<file path="config.mk">
export PLATFORM = sky130hd
export DESIGN_NAME = dmem_dma_flat
export DESIGN_NICKNAME = d
export VERILOG_FILES = /design/src/rtl/dmem_dma_if.sv /design/src/rtl/dmem_dma.sv /design/src/flat_wrapper.sv
export SDC_FILE = /design/constraint.sdc
export NUM_CORES = 1
export LEC_CHECK = 0
export ABC_CLOCK_PERIOD_IN_PS = 2100
export BUFFER_PORTS_ARGS = -buffer_cell sky130_fd_sc_hd__buf_2
export CAP_MARGIN = 20
export CORE_AREA = 2 2 118 97
export CTS_CLUSTER_DIAMETER = 150
export CTS_CLUSTER_SIZE = 25
export DETAILED_ROUTE_END_ITERATION = 12
export DIE_AREA = 0 0 120 99
export GPL_ROUTABILITY_DRIVEN = 0
export MAX_ROUTING_LAYER = met4
export PLACE_DENSITY = 0.79
export SLEW_MARGIN = 20
export SYNTH_ARGS = -nofsm -noshare
export SYNTH_HDL_FRONTEND = slang
export SYNTH_SLANG_ARGS = --single-unit
</file>
<file path="constraint.sdc">
create_clock -name clk -period 2.1 [get_ports clk]
set_input_delay 0.315 -clock clk [delete_from_list [all_inputs] [get_ports clk]]
set_output_delay 0.315 -clock clk [all_outputs]
set_load 0.05 [all_outputs]
</file>
<file path="src/rtl/dmem_dma_if.sv">
// dmem_dma command and data-memory bundle.
// slave = engine side, master = controller/memory side.
`timescale 1ns/1ps
interface dmem_dma_if #(
  parameter int AW = 6,
  parameter int DW = 32,
  parameter int LW = AW + 1
);
  logic          cmd_valid;
  logic          cmd_ready;
  logic          cmd_op;
  logic [AW-1:0] cmd_src;
  logic [AW-1:0] cmd_dst;
  logic [LW-1:0] cmd_len;
  logic [DW-1:0] cmd_fill;
  logic          cmd_abort;
  logic          busy;
  logic          done;
  logic          aborted;
  logic [DW-1:0] checksum;
  logic          mem_we;
  logic [AW-1:0] mem_a;
  logic [DW-1:0] mem_d;
  logic [DW-1:0] mem_q;

  modport slave (
    input  cmd_valid, cmd_op, cmd_src,
    input  cmd_dst, cmd_len, cmd_fill,
    input  cmd_abort, mem_q,
    output cmd_ready, busy, done,
    output aborted, checksum,
    output mem_we, mem_a, mem_d
  );

  modport master (
    output cmd_valid, cmd_op, cmd_src,
    output cmd_dst, cmd_len, cmd_fill,
    output cmd_abort, mem_q,
    input  cmd_ready, busy, done,
    input  aborted, checksum,
    input  mem_we, mem_a, mem_d
  );
endinterface

</file>
<file path="src/rtl/dmem_dma.sv">
// Block fill / block copy engine for the
// single-port data memory.
`timescale 1ns/1ps
module dmem_dma #(
  parameter int AW = 6,
  parameter int DW = 32,
  parameter int LW = AW + 1
) (
  input logic      clk,
  input logic      rst_n,
  dmem_dma_if.slave bus
);

  typedef enum logic [1:0] {
    S_IDLE,
    S_RD,
    S_WR,
    S_DONE
  } state_t;

  localparam logic [LW-1:0] MAXLEN =
    LW'(64'd1 << AW);

  state_t        r_state;
  logic [AW-1:0] r_src;
  logic [AW-1:0] r_dst;
  logic [LW-1:0] r_cnt;
  logic          r_op;
  logic [DW-1:0] r_fill;
  logic [DW-1:0] r_buf;
  logic [DW-1:0] r_cs;
  logic          r_ab;

  logic [LW-1:0] w_len;
  logic [DW-1:0] w_mem_d;
  logic [AW-1:0] w_mem_a;
  logic          w_last;

  assign w_len = (bus.cmd_len > MAXLEN) ?
                 MAXLEN : bus.cmd_len;

  assign w_mem_d = (r_state != S_WR) ? '0 :
                   (r_op ? r_buf : r_fill);

  assign w_mem_a = (r_state == S_RD) ? r_src :
                   (r_state == S_WR) ? r_dst :
                   '0;

  assign w_last = (r_cnt == LW'(1)) ||
                  bus.cmd_abort;

  assign bus.cmd_ready = (r_state == S_IDLE);
  assign bus.busy      = (r_state != S_IDLE);
  assign bus.done      = (r_state == S_DONE);
  assign bus.mem_we    = (r_state == S_WR);
  assign bus.mem_a     = w_mem_a;
  assign bus.mem_d     = w_mem_d;
  assign bus.aborted   = r_ab;
  assign bus.checksum  = r_cs;

  // Command sequencer: one word per WR,
  // COPY interleaves a RD before each WR.
  always_ff @(posedge clk) begin
    if (!rst_n) begin
      r_state <= S_IDLE;
      r_src   <= '0;
      r_dst   <= '0;
      r_cnt   <= '0;
      r_op    <= 1'b0;
      r_fill  <= '0;
      r_buf   <= '0;
      r_cs    <= '0;
      r_ab    <= 1'b0;
    end else begin
      case (r_state)
        S_IDLE: begin
          if (bus.cmd_valid) begin
            r_src  <= bus.cmd_src;
            r_dst  <= bus.cmd_dst;
            r_cnt  <= w_len;
            r_op   <= bus.cmd_op;
            r_fill <= bus.cmd_fill;
            r_cs   <= '0;
            r_ab   <= 1'b0;
            if (w_len == '0)
              r_state <= S_DONE;
            else if (bus.cmd_op)
              r_state <= S_RD;
            else
              r_state <= S_WR;
          end
        end
        S_RD: begin
          if (bus.cmd_abort) begin
            r_ab    <= 1'b1;
            r_state <= S_DONE;
          end else begin
            r_buf   <= bus.mem_q;
            r_state <= S_WR;
          end
        end
        S_WR: begin
          r_cs  <= r_cs ^ w_mem_d;
          r_src <= r_src + AW'(1);
          r_dst <= r_dst + AW'(1);
          r_cnt <= r_cnt - LW'(1);
          if (w_last) begin
            r_ab    <= bus.cmd_abort;
            r_state <= S_DONE;
          end else if (r_op) begin
            r_state <= S_RD;
          end
        end
        S_DONE: begin
          r_state <= S_IDLE;
        end
        default: begin
          r_state <= S_IDLE;
        end
      endcase
    end
  end

endmodule

</file>
<file path="src/flat_wrapper.sv">
// flat-port wrapper written by rule: the top's interface ports become plain ports
module dmem_dma_flat 
#(
  parameter int AW = 6,
  parameter int DW = 32,
  parameter int LW = AW + 1
)
  (clk, rst_n, bus_cmd_valid, bus_cmd_op, bus_cmd_src, bus_cmd_dst, bus_cmd_len, bus_cmd_fill, bus_cmd_abort, bus_mem_q, bus_cmd_ready, bus_busy, bus_done, bus_aborted, bus_checksum, bus_mem_we, bus_mem_a, bus_mem_d);
  dmem_dma_if #(.AW(AW), .DW(DW), .LW(LW)) bus_i ();
  input logic clk;
  input logic rst_n;
  input wire logic [$bits(bus_i.cmd_valid)-1:0] bus_cmd_valid;
  input wire logic [$bits(bus_i.cmd_op)-1:0] bus_cmd_op;
  input wire logic [$bits(bus_i.cmd_src)-1:0] bus_cmd_src;
  input wire logic [$bits(bus_i.cmd_dst)-1:0] bus_cmd_dst;
  input wire logic [$bits(bus_i.cmd_len)-1:0] bus_cmd_len;
  input wire logic [$bits(bus_i.cmd_fill)-1:0] bus_cmd_fill;
  input wire logic [$bits(bus_i.cmd_abort)-1:0] bus_cmd_abort;
  input wire logic [$bits(bus_i.mem_q)-1:0] bus_mem_q;
  output wire logic [$bits(bus_i.cmd_ready)-1:0] bus_cmd_ready;
  output wire logic [$bits(bus_i.busy)-1:0] bus_busy;
  output wire logic [$bits(bus_i.done)-1:0] bus_done;
  output wire logic [$bits(bus_i.aborted)-1:0] bus_aborted;
  output wire logic [$bits(bus_i.checksum)-1:0] bus_checksum;
  output wire logic [$bits(bus_i.mem_we)-1:0] bus_mem_we;
  output wire logic [$bits(bus_i.mem_a)-1:0] bus_mem_a;
  output wire logic [$bits(bus_i.mem_d)-1:0] bus_mem_d;
  assign bus_i.cmd_valid = bus_cmd_valid;
  assign bus_i.cmd_op = bus_cmd_op;
  assign bus_i.cmd_src = bus_cmd_src;
  assign bus_i.cmd_dst = bus_cmd_dst;
  assign bus_i.cmd_len = bus_cmd_len;
  assign bus_i.cmd_fill = bus_cmd_fill;
  assign bus_i.cmd_abort = bus_cmd_abort;
  assign bus_i.mem_q = bus_mem_q;
  assign bus_cmd_ready = bus_i.cmd_ready;
  assign bus_busy = bus_i.busy;
  assign bus_done = bus_i.done;
  assign bus_aborted = bus_i.aborted;
  assign bus_checksum = bus_i.checksum;
  assign bus_mem_we = bus_i.mem_we;
  assign bus_mem_a = bus_i.mem_a;
  assign bus_mem_d = bus_i.mem_d;
  dmem_dma #(.AW(AW), .DW(DW), .LW(LW)) u_core (.clk(clk), .rst_n(rst_n), .bus(bus_i));
endmodule
</file>
==> key figures, run 1 <==
Global routing
  • GRT Residual Overflow: 0
  • Vias in the first global route: 5425
  • Initial antenna violation count: 1
  • GRT Overall Usage: 0.2889
  • First-pass GRT wire length: 26370 um
  • Largest net degree at the start of global routing: 50

Clock network
  • Clock buffer depth: 2
  • Worst skew pair latency: 410 ps
  • CTS Root Cell: clkbuf_16
  • Clk sinks: 119
  • H-tree depth: 4
  • CTS tree: built
  • CTS Buf Count: 17
  • Hold-fix buffers at CTS: 0
  • Worst-path clk slew: 60 ps

STA
  • Hold Slack: 140.2 ps
  • Endpoints failing hold: 0
  • Minimum clock period: 2054 ps
  • Worst Skew: 10.63 ps
  • Final Cycle Share: 0.9781
  • Relative max-transition margin: 0.6124
  • Fmax: 486.8 MHz
  • Final setup violating endpoints: 0
  • Fin. max-slew vios: 0
  • Actual slew at the worst max-slew pin: 576.1 ps
  • RSZ-0062 raised after global routing: yes

Power and ir drop
  • Comb pwr share: 0.408
  • Net switching power: 4.020 mW
  • Maximum VDD drop: 0.0007955 V
  • Clk pwr share: 0.295
  • Flop pwr share: 0.297
  • Leakage: 2.958 nW
  • Switching Share: 0.4054
  • Internal power: 5.894 mW
  • Pwr dens: 1295 mW/mm^2

Logic synthesis
  • Top cells by area, synth: dfxtp_1, nand2_1, a21oi_1
  • Synth area leader: dfxtp_1
  • Synth Instances: 696
  • Yosys top cell area share: 0.4363
  • Yosys cell types: 49
  • Yosys warning total: 0
  • Count leader, synth: nand2_1
  • Post-synth ARST share: 0
  • Synthesis-stage register bit count: 119
  • Most used DFF post-synth: dfxtp_1
  • Number of flops mapped to enable cells by yosys: 0
  • Register area share after synthesis: 0.4363
  • Avg Cell Area, Syn: 7.845 sq um
  • Commonest cells in the netlist: nand2_1, dfxtp_1, a21oi_1
  • Cell area after technology mapping: 0.005460 sq mm
  • Mapped Nets: 793

Route
  • Vias: 5728
  • Drt first pass iters: 5
  • Post-route ant nets: 0
  • Via density: 5.688
  • WL final: 16910 um
  • Residual DRC: 0
  • Average wire per standard cell: 16.80 um
  • Initial drt markers: 393

Worst setup path
  • Worst R2R Setup Slack: 240 ps
  • Crit path max-delay cell type: dfxtp_4
  • Critical setup path kind: register to primary output
  • Crit end category: primary output
  • CP bufs+invs: 2
  • Crit path max fanout: 16
  • CP peak stage delay: 460 ps
  • Cell family with most CP delay: flip-flops
  • Critical path arrival: 1740 ps
  • Crit path required time: 1780 ps
  • Worst setup SP type: register
  • Critical-path cell list: buf_12, mux2i_2, nor2_4, buf_4

Floorplan
  • Core ar.: 0.01068 sq mm
  • Die Y: 99 um
  • Die X-Extent: 120 um
  • DIE AREA: 0.01188 sq mm
  • # rows: 34
  • I/O pin total: 163
  • Initial Util: 0.5114

Place
  • Inst Count DP: 970
  • Dpl hpwl: 11080 um
  • PortBufs: 162

Layout
  • Filler cells: 793
  • Area Growth Syn to Fin: 40.22%
  • Fin nets: 946
  • Final instance count without filler cells: 1007
  • Share of cells above drive strength 1: 0.3434

Flow run
  • Max cap viols: 0

Run status
  • Status: completed

Worst hold path
  • Hold Crit Class: input port to register
## flip-flops by register name, indices dropped and copies added, names as in the netlist
signal and count:
u_core.r_cnt 7, u_core.r_src 6, u_core.r_op 1, u_core.r_fill 32
u_core.r_dst 6, u_core.bus.checksum 32, u_core.r_buf 32, u_core.bus.aborted 1
u_core.r_state 2
## worst register-to-register path, stage by stage (launching register included)
cell and delay, ps:
dfxtp_2 350, inv_1 120, ha_4 210, buf_4 170, mux2_2 440, o21ai_0 180
a2bb2oi_1 210, nor2_1 60
## cells in the final DEF, fill, tap and decap left out, drive strengths merged, types with 2 or more instances in the layout
| cell | synthesis | final |
|---|---|---|
| o211ai | 2 | 2 |
| buf | 29 | 177 |
| o22ai | 3 | 3 |
| o2bb2ai | 2 | 2 |
| nor4 | 3 | 3 |
| ha | 9 | 9 |
| nor3 | 5 | 5 |
| nor3b | 3 | 3 |
| a21oi | 111 | 111 |
| a211oi | 3 | 3 |
| nor2 | 46 | 46 |
| mux2i | 36 | 36 |
| a22oi | 2 | 2 |
| o31a | 2 | 2 |
| clkinvlp | 0 | 5 |
| nand2b | 3 | 3 |
| nand2 | 162 | 162 |
| a21o | 3 | 3 |
| or3 | 33 | 33 |
| nor2b | 6 | 6 |
| clkinv | 0 | 5 |
| inv | 10 | 10 |
| dfxtp | 119 | 119 |
| o21ai | 54 | 54 |
| clkbuf | 22 | 27 |
| nand3 | 8 | 8 |
| a31oi | 2 | 2 |
| and3 | 2 | 2 |
| a311oi | 2 | 2 |
| bufinv | 0 | 3 |
## final timing paths
kind | cells after the start | start | endpoint
worst max register to register | 7 | u_core.r_state[0]$_SDFFE_PN0P_ | u_core.r_cnt[3]$_SDFFE_PN0P_
worst min-delay path | 3 | bus_mem_q[18] | u_core.r_buf[18]$_SDFFE_PN0P_
worst max-delay path | 4 | u_core.r_op$_SDFFE_PN0P_ | bus_mem_d[23]
worst min register to register | 2 | u_core.r_fill[4]$_SDFFE_PN0P_ | u_core.r_fill[4]$_SDFFE_PN0P_
## routing by layer
layer | vias to the layer above | wire length [um] | track usage
met5 | - | 0 | -
met4 | 0 | 248 | 0.1086
met3 | 25 | 1196 | 0.05845
met2 | 242 | 8351 | 0.4703
met1 | 2749 | 7117 | 0.3551
li1 | 2712 | - | -
## metrics by stage
step	utilization	cell area [sq um]	TNS (ps)	total power, mW	setup slack, ps
6_report	0.7170	7656	0	9.914	45.91
2_1_floorplan	-	5782	0	5.673	30.65
3_3_place_gp	0.6309	6736	0	6.445	303.0
4_1_cts	0.7038	7515	-246.2	9.687	-18.44
3_5_place_dp	0.6309	6736	0	6.594	214.8
5_1_grt	0.7170	7656	-53.89	10.34	-24.03
## power by group through the flow
stage | logic, mW | registers, mW | clock network (mW)
6_report | 4.04 | 2.94 | 2.93
5_1_grt | 4.31 | 2.98 | 3.05
4_1_cts | 3.82 | 2.91 | 2.95
3_5_place_dp | 3.65 | 2.94 | 0
3_3_place_gp | 3.54 | 2.91 | 0
2_1_floorplan | 2.63 | 3.05 | 0
## logic make-up after synthesis
logic type               Yosys count  share of synthesized area
adder cells (fa/ha/maj)            9                    0.02062
AO/OA/AOI/OAI                    196                     0.1984
flip-flops                       119                     0.4363
AND/OR/NAND/NOR                  274                     0.2207
buffers and inverters             61                    0.05362
multiplexers                      37                    0.07035
## what timing repair did
item | in CTS | in global routing
gates cloned | 0 | 2
buffers inserted | 2 | 0
pin swaps | 0 | 0
setup endpoints to repair | 39 | 41
resized for setup | 56 | 24
## cell type report
type                    count  area (sq um)  area share
flip-flops and latches    119          2389      0.3120
clock buffers              19         442.9     0.05785
multi-input cells         516          3231      0.4220
diodes                      1         2.502   0.0003269
clock inverters            13         153.9     0.02010
well taps                 144         180.2     0.02353
repair buffers            185          1214      0.1585
inverters                  10         43.79    0.005720
(Power assumes the default switching activity.)
==> inputs of run 2 (changes only) <==
--- a/config.mk
+++ b/config.mk
@@ -5,14 +5,15 @@
 export SDC_FILE = /design/constraint.sdc
 export NUM_CORES = 1
 export LEC_CHECK = 0
+export ABC_AREA = 1
 export ABC_CLOCK_PERIOD_IN_PS = 2100
 export BUFFER_PORTS_ARGS = -buffer_cell sky130_fd_sc_hd__buf_2
 export CAP_MARGIN = 20
-export CORE_AREA = 2 2 118 97
+export CORE_AREA = 2 2 108 110
 export CTS_CLUSTER_DIAMETER = 150
 export CTS_CLUSTER_SIZE = 25
 export DETAILED_ROUTE_END_ITERATION = 12
-export DIE_AREA = 0 0 120 99
+export DIE_AREA = 0 0 110 112
 export GPL_ROUTABILITY_DRIVEN = 0
 export MAX_ROUTING_LAYER = met4
 export PLACE_DENSITY = 0.79
==> key figures, run 2 <==
Worst hold path
  • Worst Hold Depth: 3 (unchanged)
  • Worst Hold End: u_core.r_buf[15]$_SDFFE_PN0P_
  • Min-delay src: bus_mem_q[15]
  • Hold Crit Class: input port to register

Clock network
  • CTS tree: built
  • H-tree depth: 4 (unchanged)
  • Clk sinks: 119 (unchanged)
  • Clock buffer depth: 2 (unchanged)
  • CTS Root Cell: clkbuf_16
  • Worst-path clk slew: 70 ps (about the same)
  • Worst skew pair latency: 420 ps (about the same)
  • CTS Buf Count: 17 (unchanged)

Worst setup path
  • Crit path max fanout: 33 (+17)
  • Critical path arrival: 1740 ps (about the same)
  • Critical-path cell list: buf_12, or2_2, o21ai_1, nor2_4, buf_4
  • Worst R2R Setup Slack: 160 ps (-80 ps)
  • Crit path max-delay cell type: dfxtp_4
  • RR Endpoint: u_core.r_cnt[3]$_SDFFE_PN0P_
  • Crit end category: primary output
  • Crit path required time: 1780 ps (about the same)
  • RR Startpoint: u_core.r_state[0]$_SDFFE_PN0P_
  • Worst setup SP type: register
  • Reg2Reg Depth: 9 (+2)
  • Critical setup path kind: register to primary output
  • CP peak stage delay: 370 ps (-90 ps)

Logic synthesis
  • Cell area after technology mapping: 0.005687 sq mm (+4.1%)
  • Yosys top cell area share: 0.4189 (-0.01738)
  • Yosys warning total: 0 (unchanged)
  • Register area share after synthesis: 0.4189 (-0.01738)
  • Yosys cell types: 35 (-29%)
  • Synthesis-stage register bit count: 119 (unchanged)
  • Synth area leader: dfxtp_1
  • Top cells by area, synth: dfxtp_1, nor2_1, o21ai_0
  • Mapped Nets: 920 (+16%)
  • Avg Cell Area, Syn: 6.910 sq um (-12%)
  • Synth Instances: 823 (+18%)
  • Most used DFF post-synth: dfxtp_1
  • Count leader, synth: nor2_1
  • Post-synth ARST share: 0 (unchanged)
  • Number of flops mapped to enable cells by yosys: 0 (unchanged)
  • Commonest cells in the netlist: nor2_1, dfxtp_1, o21ai_0

Layout
  • Commonest non-fill, non-tap cell in the layout: nor2_1
  • Area Growth Syn to Fin: 32.87%
  • Filler cells: 978 (+23%)
  • Fin nets: 1081 (+14%)
  • Final instance count without filler cells: 1141 (+13%)
  • Post-route cell area: 0.007556 sq mm (-1.3%)
  • Share of cells above drive strength 1: 0.2919 (-0.05151)
  • Most frequent cells in the layout: nor2_1, buf_2, dfxtp_1

Floorplan
  • Initial Util: 0.5089 (-0.002465)
  • Core ar.: 0.01117 sq mm (+4.7%)
  • # rows: 39 (+15%)
  • Die Y: 112 um (+13%)
  • Die X-Extent: 110 um (-8.3%)
  • DIE AREA: 0.01232 sq mm (+3.7%)
  • I/O pin total: 163 (unchanged)

Global routing
  • Largest net degree at the start of global routing: 57 (+14%)
  • Vias in the first global route: 5221 (-3.8%)
  • GRT Residual Overflow: 0 (unchanged)
  • Initial antenna violation count: 0 (-1)
  • GRT Overall Usage: 0.2677 (-0.02114)
  • First-pass GRT wire length: 25250 um (-4.2%)

Route
  • Vias: 5888 (+2.8%)
  • Initial drt markers: 416 (+5.9%)
  • Post-route ant nets: 0 (unchanged)
  • Average wire per standard cell: 14.48 um (-14%)
  • Drt first pass iters: 5 (unchanged)
  • WL final: 16520 um (-2.3%)
  • Via density: 5.160 (-9.3%)
  • Residual DRC: 0 (unchanged)

Place
  • PortBufs: 162 (unchanged)
  • Inst Count DP: 1101 (+14%)
  • Place WS: 199.4 ps (-15.41 ps)
  • Area after DPL: 0.006761 sq mm (+0.37%)
  • Dpl hpwl: 10710 um (-3.4%)

STA
  • Actual slew at the worst max-slew pin: 586.1 ps (+10.00 ps)
  • Relative max-transition margin: 0.6052 (-0.007255)
  • RSZ-0062 raised after global routing: no
  • Final Cycle Share: 0.9777 (about the same)
  • Endpoints failing hold: 0 (unchanged)
  • Final worst setup slack: 46.92 ps (+1.010 ps)
  • Fmax: 487.1 MHz (about the same)
  • Minimum clock period: 2053 ps (-1.010 ps)
  • Final setup violating endpoints: 0 (unchanged)
  • Worst Skew: 13.82 ps (+3.182 ps)
  • Fin. max-slew vios: 0 (unchanged)

Power and ir drop
  • Maximum VDD drop: 0.0008491 V (+6.7%)
  • Pwr dens: 1596 mW/mm^2 (+23%)
  • Total power: 12.06 mW (+22%)
  • Leakage: 3.452 nW (+17%)

Run status
  • Status: completed

Flow run
  • Max cap viols: 0 (unchanged)
-- run 2: cell count changes after synthesis, moves of 33 or more --
cell and delta:
or3_1 -33, mux2i_1 -35, o21ai_0 +80, inv_1 +51, nand2_1 -87, a21oi_1 -56, nor2_1 +174
-- run 2: final cells by class --
cell class / count / area (sq um) / area share
antenna: 1 / 2.502 / 0.0003312
multi-input combinational: 592 / 2973 / 0.3934
sequential: 119 / 2387 / 0.3159
clock inverter: 14 / 191.4 / 0.02534
clock buffer: 18 / 429.2 / 0.05680
tap: 143 / 178.9 / 0.02368
inverter: 64 / 247.7 / 0.03279
timing repair buffer: 189 / 1140 / 0.1509
timing repair inverter: 1 / 6.256 / 0.0008280
-- run 2: kinds of logic (layout without fill, tap and decap cells) --
logic type,count (synthesis),count (layout),share of synthesized area
flip-flops,119,119,0.4189
other,0,1,0
adder cells (fa/ha/maj),9,9,0.01980
XOR/XNOR,3,3,0.004621
AND/OR/NAND/NOR,365,365,0.2660
AO/OA/AOI/OAI,215,215,0.2029
buffers and inverters,112,286,0.08779
-- run 2: routing by layer --
layer | vias to the layer above | global-route usage | part of all wire
met4 | 0 | 0.07932 | 0.019
met5 | - | - | 0
li1 | 2983 | - | -
met2 | 211 | 0.4135 | 0.46
met3 | 23 | 0.05621 | 0.071
met1 | 2671 | 0.3513 | 0.45
-- run 2: stage by stage --
stage	hold slack, ps	TNS, ps	util
after global routing	132.2	0	0.6760
after CTS	115.2	0	0.6668
after global placement	437.7	0	0.6051
after floorplan	426.8	-191.4	-
after detailed placement	442.2	0	0.6051
final	119.9	0	0.6762
-- run 2: critical path: cells and delay by family (launching register included) --
kind / cells / cell delay (ps)
flops: 1 / 370
simple gates: 2 / 370
compound gates: 1 / 220
buf+inv: 2 / 360
-- run 2: where the power goes --
part / total (mW) / switching [mW] / internal [mW] / leakage [nW]
Sequential: 3.40 / 0.470 / 2.93 / 0.976
Combinational: 5.60 / 3.82 / 1.78 / 2.18
Clock: 3.05 / 1.15 / 1.90 / 0.297
Total: 12.1 / 5.44 / 6.61 / 3.45
-- run 2: worst max path at each step --
stage                                         from                                   end  slack, ps  depth (start not counted)
global placement    u_core.r_state[0]$_SDFFE_PN0P_          u_core.r_cnt[3]$_SDFFE_PN0P_        250                          9
finish                    u_core.r_op$_SDFFE_PN0P_                          bus_mem_d[1]         50                          5
CTS                       u_core.r_op$_SDFFE_PN0P_                          bus_mem_d[1]       0.04                          5
global route        u_core.r_state[1]$_SDFFE_PN0P_                          bus_mem_a[4]          3                          6
floorplan           u_core.r_state[0]$_SDFFE_PN0P_  u_core.bus.checksum[10]$_SDFFE_PN0P_        -20                          9
detailed placement  u_core.r_state[0]$_SDFFE_PN0P_   u_core.bus.checksum[0]$_SDFFE_PN0P_        200                          9
-- run 2: what timing repair did --
item / CTS / global route
hold buffers: 0 / 0
resized for setup: 19 / 16
gates cloned: 0 / 3
setup buffers: 2 / 2
setup endpoints to repair: 37 / 40
==> inputs of run 3 (changes only) <==
--- a/config.mk
+++ b/config.mk
@@ -10,11 +10,13 @@
 export BUFFER_PORTS_ARGS = -buffer_cell sky130_fd_sc_hd__buf_2
 export CAP_MARGIN = 20
 export CORE_AREA = 2 2 108 110
+export CTS_BUF_LIST = sky130_fd_sc_hd__clkbuf_8 sky130_fd_sc_hd__clkbuf_16
 export CTS_CLUSTER_DIAMETER = 150
 export CTS_CLUSTER_SIZE = 25
 export DETAILED_ROUTE_END_ITERATION = 12
 export DIE_AREA = 0 0 110 112
 export GPL_ROUTABILITY_DRIVEN = 0
+export HOLD_SLACK_MARGIN = 0.08
 export MAX_ROUTING_LAYER = met4
 export PLACE_DENSITY = 0.79
 export SLEW_MARGIN = 20
==> key figures, run 3 (synthesized netlist as in run 2, its figures left out) <==
Layout
  • Share of cells above drive strength 1: 0.2919 (unchanged)
  • Fin nets: 1081 (unchanged)
  • Final Core Density: 0.6762 (unchanged)
  • Post-route cell area: 0.007556 sq mm (unchanged)
  • Area Growth Syn to Fin: 32.87% (unchanged)
  • Commonest non-fill, non-tap cell in the layout: nor2_1
  • Most frequent cells in the layout: nor2_1, buf_2, dfxtp_1
  • Final instance count without filler cells: 1141 (unchanged)

Floorplan
  • DIE AREA: 0.01232 sq mm (unchanged)
  • I/O pin total: 163 (unchanged)
  • Die X-Extent: 110 um (unchanged)
  • # rows: 39 (unchanged)
  • Core ar.: 0.01117 sq mm (unchanged)
  • Initial Util: 0.5089 (unchanged)
  • Die Y: 112 um (unchanged)

Place
  • PortBufs: 162 (unchanged)
  • Area after DPL: 0.006761 sq mm (unchanged)
  • Inst Count DP: 1101 (unchanged)
  • Dpl hpwl: 10710 um (unchanged)

Worst hold path
  • Worst Hold Depth: 3 (unchanged)
  • Worst Hold End: u_core.r_buf[15]$_SDFFE_PN0P_
  • Min-delay src: bus_mem_q[15]
  • Hold Crit Class: input port to register

Power and ir drop
  • Pwr dens: 1595 mW/mm^2 (about the same)
  • Leakage: 3.456 nW (+0.12%)
  • Maximum VDD drop: 0.0008495 V (about the same)

Worst setup path
  • Reg2Reg Depth: 9 (unchanged)
  • CP bufs+invs: 2 (unchanged)
  • Crit path required time: 1780 ps (about the same)
  • CP peak stage delay: 370 ps (about the same)
  • Crit path max-delay cell type: dfxtp_4
  • Worst setup SP type: register
  • CP Depth: 5 (unchanged)
  • RR Startpoint: u_core.r_state[0]$_SDFFE_PN0P_
  • Critical path arrival: 1740 ps (about the same)
  • Cell family with most CP delay: flip-flops
  • RR Endpoint: u_core.r_cnt[3]$_SDFFE_PN0P_
  • Critical setup path kind: register to primary output
  • Worst R2R Setup Slack: 160 ps (about the same)
  • Crit path max fanout: 33 (unchanged)
  • Crit end category: primary output
  • Critical-path cell list: buf_12, or2_2, o21ai_1, nor2_4, buf_4

Clock network
  • Clk sinks: 119 (unchanged)
  • Worst-path clk slew: 70 ps (about the same)
  • CTS Buf Count: 17 (unchanged)
  • CTS Root Cell: clkbuf_16
  • CTS tree: built
  • Clock buffer depth: 2 (unchanged)
  • H-tree depth: 4 (unchanged)
  • Worst skew pair latency: 420 ps (about the same)

Global routing
  • Initial antenna violation count: 0 (unchanged)
  • Vias in the first global route: 5221 (unchanged)
  • Largest net degree at the start of global routing: 57 (unchanged)
  • First-pass GRT wire length: 25250 um (unchanged)
  • GRT Residual Overflow: 0 (unchanged)
  • GRT Overall Usage: 0.2677 (unchanged)

Route
  • Via density: 5.156 (about the same)
  • Average wire per standard cell: 14.49 um (about the same)
  • Drt first pass iters: 5 (unchanged)
  • Initial drt markers: 419 (+0.72%)
  • Residual DRC: 0 (unchanged)
  • WL final: 16530 um (about the same)
  • Met3 WL: 1162 um (-1.0%)
  • Post-route ant nets: 0 (unchanged)
  • Met1 WL: 7418 um (about the same)
  • Top Metal Used: met4
  • Met2 WL post-DR: 7634 um (+0.37%)
  • Vias: 5883 (-0.085%)

STA
  • Fin. max-slew vios: 0 (unchanged)
  • Endpoints failing hold: 0 (unchanged)
  • Worst Skew: 14.12 ps (+0.3037 ps)
  • RSZ-0062 raised after global routing: no
  • Final setup violating endpoints: 0 (unchanged)
  • Fmax: 487.0 MHz (about the same)
  • Minimum clock period: 2053 ps (+0.3770 ps)
  • Final Cycle Share: 0.9778 (about the same)
  • Actual slew at the worst max-slew pin: 585.3 ps (-0.7576 ps)
  • Relative max-transition margin: 0.6057 (about the same)

Flow run
  • Max cap viols: 0 (unchanged)

Run status
  • Status: completed
-- run 3: cell count changes in the layout (fill, tap and decap cells not counted) --
cell,change
clkbuf_1,-1
inv_1,+1
-- run 3: how the worst max path moves through the flow --
stage	start	slack [ps]	end
2_1_floorplan	u_core.r_state[0]$_SDFFE_PN0P_	-20	u_core.bus.checksum[10]$_SDFFE_PN0P_
3_3_place_gp	u_core.r_state[0]$_SDFFE_PN0P_	250	u_core.r_cnt[3]$_SDFFE_PN0P_
3_5_place_dp	u_core.r_state[0]$_SDFFE_PN0P_	200	u_core.bus.checksum[0]$_SDFFE_PN0P_
4_1_cts	u_core.r_op$_SDFFE_PN0P_	0.04	bus_mem_d[1]
5_1_grt	u_core.r_state[1]$_SDFFE_PN0P_	3	bus_mem_a[4]
6_report	u_core.r_op$_SDFFE_PN0P_	50	bus_mem_d[1]
-- run 3: per-layer routing --
| metal | vias up | track usage |
|---|---|---|
| met5 | - | - |
| met4 | 0 | 0.07932 |
| met3 | 23 | 0.05621 |
| met2 | 212 | 0.4135 |
| met1 | 2666 | 0.3513 |
| li1 | 2982 | - |
-- run 3: area by class of cell --
type | count | area, sq um
Inverter | 64 | 247.7
Multi-Input combinational cell | 592 | 2973
Timing Repair Buffer | 189 | 1140
Clock buffer | 17 | 425.4
Timing Repair inverter | 1 | 6.256
Clock inverter | 15 | 195.2
Sequential cell | 119 | 2387
Fill cell | 978 | 3618
Tap cell | 143 | 178.9
Antenna cell | 1 | 2.502
-- run 3: repair_timing --
action                     CTS  global route
setup endpoints to repair   37            40
buffers inserted             2             2
gates resized for setup     19            16
gates cloned                 0             3
hold buffers                 0             0
-- run 3: per-stage QoR --
stage | setup TNS (ps) | hold slack, ps | power, mW | setup WS [ps]
final | 0 | 119.6 | 12.05 | 46.54
after global placement | 0 | 437.7 | 8.606 | 251.1
after floorplan | -191.4 | 426.8 | 7.527 | -19.14
after global routing | 0 | 132.2 | 12.74 | 3.113
after CTS | 0 | 115.2 | 11.83 | 0.03952
after detailed placement | 0 | 442.2 | 8.682 | 199.4
-- run 3: worst register-to-register path: cells and delay by family, from the launching register on --
kind	cells	cell delay [ps]
simple gates	3	260
fa+ha+maj	1	280
flops	1	400
buf+inv	3	630
compound gates	2	250
-- run 3: power breakdown --
part,internal [mW],switching (mW),total [mW]
clock network,1.90,1.15,3.05
logic,1.78,3.82,5.60
registers,2.93,0.470,3.40
